==> src/rtl/fcd_timer_bank.sv <==
// Multi-channel countdown timer bank: per-channel load/countdown/expiry with optional periodic reload.
// Build with FCD_AUTORELOAD_EN defined to enable the reload register and the reload port.
module fcd_timer_ch #(
    parameter int WIDTH = 5
) (
    input  logic             clk,
    input  logic             reset,
    input  logic             dset,
    input  logic [WIDTH-1:0] dread_data,
    input  logic             enable,
    input  logic             reload,
    output logic [WIDTH-1:0] count,
    output logic             finished,
    output logic             zero,
    output logic             expire
);
    typedef enum logic [1:0] {IDLE, RUN, DONE} state_t;

    state_t           state, state_nxt;
    logic [WIDTH-1:0] count_nxt;
    logic             expire_nxt;
    logic             reload_hit;

`ifdef FCD_AUTORELOAD_EN
    logic [WIDTH-1:0] reload_val, reload_val_nxt;

    assign reload_hit = reload && (reload_val != '0);
`else
    logic unused_reload;

    assign unused_reload = reload;
    assign reload_hit    = 1'b0;
`endif

    always_ff @(posedge clk) begin
        if (reset) begin
            state  <= IDLE;
            count  <= '0;
            expire <= 1'b0;
`ifdef FCD_AUTORELOAD_EN
            reload_val <= '0;
`endif
        end else begin
            state  <= state_nxt;
            count  <= count_nxt;
            expire <= expire_nxt;
`ifdef FCD_AUTORELOAD_EN
            reload_val <= reload_val_nxt;
`endif
        end
    end

    // dset wins over enable in every state and never expires the channel
    always_comb begin
        state_nxt  = state;
        count_nxt  = count;
        expire_nxt = 1'b0;
`ifdef FCD_AUTORELOAD_EN
        reload_val_nxt = reload_val;
`endif
        if (dset) begin
            count_nxt = dread_data;
            state_nxt = (dread_data != '0) ? RUN : DONE;
`ifdef FCD_AUTORELOAD_EN
            reload_val_nxt = dread_data;
`endif
        end else begin
            case (state)
                RUN: begin
                    if (enable) begin
                        if (count == WIDTH'(1)) begin
                            expire_nxt = 1'b1;
                            if (reload_hit) begin
`ifdef FCD_AUTORELOAD_EN
                                count_nxt = reload_val;
`else
                                count_nxt = '0;
`endif
                            end else begin
                                count_nxt = '0;
                                state_nxt = DONE;
                            end
                        end else begin
                            count_nxt = count - WIDTH'(1);
                        end
                    end
                end
                default: ;
            endcase
        end
    end

    always_comb begin
        finished = (count <= WIDTH'(1));
        zero     = (count == '0);
    end
endmodule

module fcd_timer_bank #(
    parameter int WIDTH    = 5,
    parameter int CHANNELS = 4
) (
    input  logic                      clk,
    input  logic                      reset,
    input  logic [CHANNELS-1:0]       dset,
    input  logic [WIDTH-1:0]          dread_data,
    input  logic [CHANNELS-1:0]       enable,
    input  logic [CHANNELS-1:0]       reload,
    output logic [CHANNELS*WIDTH-1:0] count,
    output logic [CHANNELS-1:0]       finished,
    output logic [CHANNELS-1:0]       zero,
    output logic [CHANNELS-1:0]       expire,
    output logic                      any_expire
);
    for (genvar i = 0; i < CHANNELS; i++) begin : g_ch
        fcd_timer_ch #(.WIDTH(WIDTH)) u_ch (
            .clk        (clk),
            .reset      (reset),
            .dset       (dset[i]),
            .dread_data (dread_data),
            .enable     (enable[i]),
            .reload     (reload[i]),
            .count      (count[i*WIDTH +: WIDTH]),
            .finished   (finished[i]),
            .zero       (zero[i]),
            .expire     (expire[i])
        );
    end

    assign any_expire = |expire;
endmodule

==> config.mk <==
export PLATFORM = sky130hd
export DESIGN_NAME = fcd_timer_bank
export DESIGN_NICKNAME = d
export VERILOG_FILES = /design/src/rtl/fcd_timer_bank.sv
export SDC_FILE = /design/constraint.sdc
export NUM_CORES = 1
export LEC_CHECK = 0
export CORE_MARGIN = 3
export CORE_UTILIZATION = 55
export DETAILED_ROUTE_END_ITERATION = 16
export DONT_BUFFER_PORTS = 1
export GPL_TIMING_DRIVEN = 0
export PLACE_DENSITY = 0.7
export SYNTH_ARGS = -nofsm -noshare
export SYNTH_HDL_FRONTEND = slang
export SYNTH_SLANG_ARGS = --single-unit
==> constraint.sdc <==
create_clock -name clk -period 2.4 [get_ports clk]
set_clock_uncertainty 0.15 [all_clocks]
set_input_delay 0.72 -clock clk [delete_from_list [all_inputs] [get_ports clk]]
set_output_delay 0.72 -clock clk [all_outputs]
set_load 0.03 [all_outputs]
==> flow_summary.ini <==
[worst_hold_path]
hold_class = flip-flop to flip-flop
hold_depth = 2

[timing]
finalMaxSlewViolations = 0
grt_setup_unrepaired = false
hold_viol = 0
setup_viol = 0
setup_tns_ns = 0
tightest_slew_ns = 0.6114
fin_crit_ns = 2.299
fmax_ghz = 0.4349
period_share_pct = 95.81
worst_slew_margin_rel_pct = 58.66

[finish]
area_growth_pct = 9.612
fillers = 292
finalNetCount = 265
drive_above_1_share_pct = 18.72
antenna_cells = 0
layout.cells.non_filler = 281
final_util_pct = 63.57
ff_latch_area_sq_um = 664.4
multi_input_area_sq_um = 1131

[logic_synthesis]
synth_cells = 227
yosys.cell_types.count = 46
netlist.area_leader.share_pct = 32.59
synth_edf_count = 0
async_flop_share_pct = 0
syn_area_sq_um = 1966
synth_seq_cells = 32
yosysWarnings = 0
ys_seq_area_share_pct = 32.59
yosys.area.top_type = dfxtp_1
yosysMostFrequentCell = dfxtp_1
syn-num-nets = 258
synth_top_flop_cell = dfxtp_1
synth_commonest_cells = dfxtp_1, inv_1, nor2_1, a21oi_1
avgSynthCellArea_sq_um = 8.659
synthTopCellsByArea = dfxtp_1, ha_1, buf_4

[clock_tree]
hold_buffers = 0
cts_setup_buffers = 0
cts_buffer_depth = 2
cts_tree = yes
clk_pin_slew_ns = 0.10
cts_sinks = 32
clk_latency_ns = 0.33
cts_root_buf = clkbuf_4
cts_buffers = 5
h-tree-depth = 2

[floorplanning]
rows = 21
initial_utilization_pct = 57.99
dieWidth_um = 65.78
io_pins = 52
die_h_um = 65.78
fp.coreArea_sq_um = 3390
dieArea_sq_um = 4327

[run_status]
outcome = complete, no violations

[place]
dp_cells = 273
placement.io_buffers = 0
hpwl_mm = 3.299
gp_congestion = 0.7869

[critical_path]
cp_top_family = flip-flops
cp_num_buf_inv = 2
r2r_cells = 4
cp_num_cells = 4
end_kind = output pin
cp.required_ns = 1.53
startpoint_type = flip-flop
critPathKind = flip-flop to output pin
crit_arrival_ns = 1.43
slowest_stage = dfxtp_2
crit_fanout = 6
cp_slowest_stage_delay_ns = 0.49
crit_chain = inv_1, ha_1, and2_1, buf_4

[drt]
vias = 1689
via_per_inst = 6.011
drc = 0
drt_wl_total_mm = 4.466
dr.pass1.iters = 4
ant_nets = 0
wl_per_cell_um = 15.89
dr.first_iter.drc_count = 115

[run]
cap_violations = 0

[global_routing]
grt_max_degree = 11
grt_pass1_vias = 1582
grtUsageTotal_pct = 21.69
gr-total-overflow = 0
antenna_found_initial = 0
grt_pass1_wl_mm = 7.286

[pwr]
p_leak_nw = 0.8392
peakVddDrop_mv = 0.4528
power_density_nw_per_um2 = 657.0
state kept, by name (all words and copies together) (netlist names):
signal	cells
g_ch.u_ch.count	20
g_ch.u_ch.expire	4
g_ch.u_ch.state	8
cells by family after synthesis:
group           synth area share (%)
buf+inv                        10.50
simple gates                   24.89
fa+ha+maj                      7.638
xor+xnor                       1.337
flops                          32.59
mux                            1.019
compound gates                 22.02
layout make-up:
cell class / instances / area share, %
flip-flops and latches: 32 / 30.84
clock buffers: 7 / 3.020
inverters: 19 / 3.310
clock inverters: 1 / 1.394
multi-input cells: 154 / 52.50
plain buffers: 22 / 6.272
well taps: 46 / 2.671
metal layers:
metal	share of wire, %	wire, um	GRT usage, %
met4	0.40	18	6.995
met5	0	0	0
met2	47	2105	34.54
met1	46	2053	27.99
met3	6.5	289	6.293
power breakdown:
part	total [mW]	switching (mW)	internal, mW	leakage, nW
clock	0.464	0.188	0.277	0.0515
combinational	0.283	0.160	0.123	0.518
sequential	0.668	0.101	0.567	0.269
total	1.42	0.448	0.967	0.839
cells in the final DEF (no fill, tap or decap), types with 4 or more instances in the layout:
master	n
a21oi_1	14
a221oi_1	7
a311oi_1	4
and2_1	4
buf_4	12
clkbuf_1	9
clkbuf_4	5
dfxtp_1	21
dfxtp_2	7
dfxtp_4	4
ha_1	11
inv_1	19
nand2_1	5
nand3b_1	8
nor2_1	18
nor2b_1	4
nor3_1	5
nor4b_1	4
o21a_1	5
o21ai_0	4
or3_1	8
stage by stage:
stage	hold WS, ns	area [sq um]	total power, mW	worst slack, ns
6_report	0.3366	2155	1.416	0.1005
4_1_cts	0.3362	2128	1.424	0.02132
2_1_floorplan	0.3027	1966	0.9077	0.3020
3_5_place_dp	0.3207	2023	0.9581	0.2305
5_1_grt	0.3482	2155	1.493	0.004131
3_3_place_gp	0.3120	2023	0.9483	0.2387
tightest hold or removal path, delay by kind of cell, from the launching register on:
kind	cells	cell delay, ns
flip-flops	1	0.33
buffers and inverters	1	0.07
AO/OA/AOI/OAI	1	0.05
timing repair:
item,in CTS,in global routing
gates resized for setup,8,10
hold endpoints to repair,0,0
setup endpoints to repair,8,6
worst paths after layout:
kind / start / to / slack [ns]
worst max-delay path: g_ch[1].u_ch.count[0]$_SDFFE_PP0P_ / zero[1] / 0.10
worst max register to register: g_ch[2].u_ch.count[0]$_SDFFE_PP0P_ / g_ch[2].u_ch.state[0]$_SDFFE_PP0P_ / 0.42
worst min-delay path: g_ch[2].u_ch.state[1]$_SDFFE_PP0P_ / g_ch[2].u_ch.state[1]$_SDFFE_PP0P_ / 0.34
worst min register to register: g_ch[2].u_ch.state[1]$_SDFFE_PP0P_ / g_ch[2].u_ch.state[1]$_SDFFE_PP0P_ / 0.34
No activity file was read; power rests on OpenSTA's default activity.
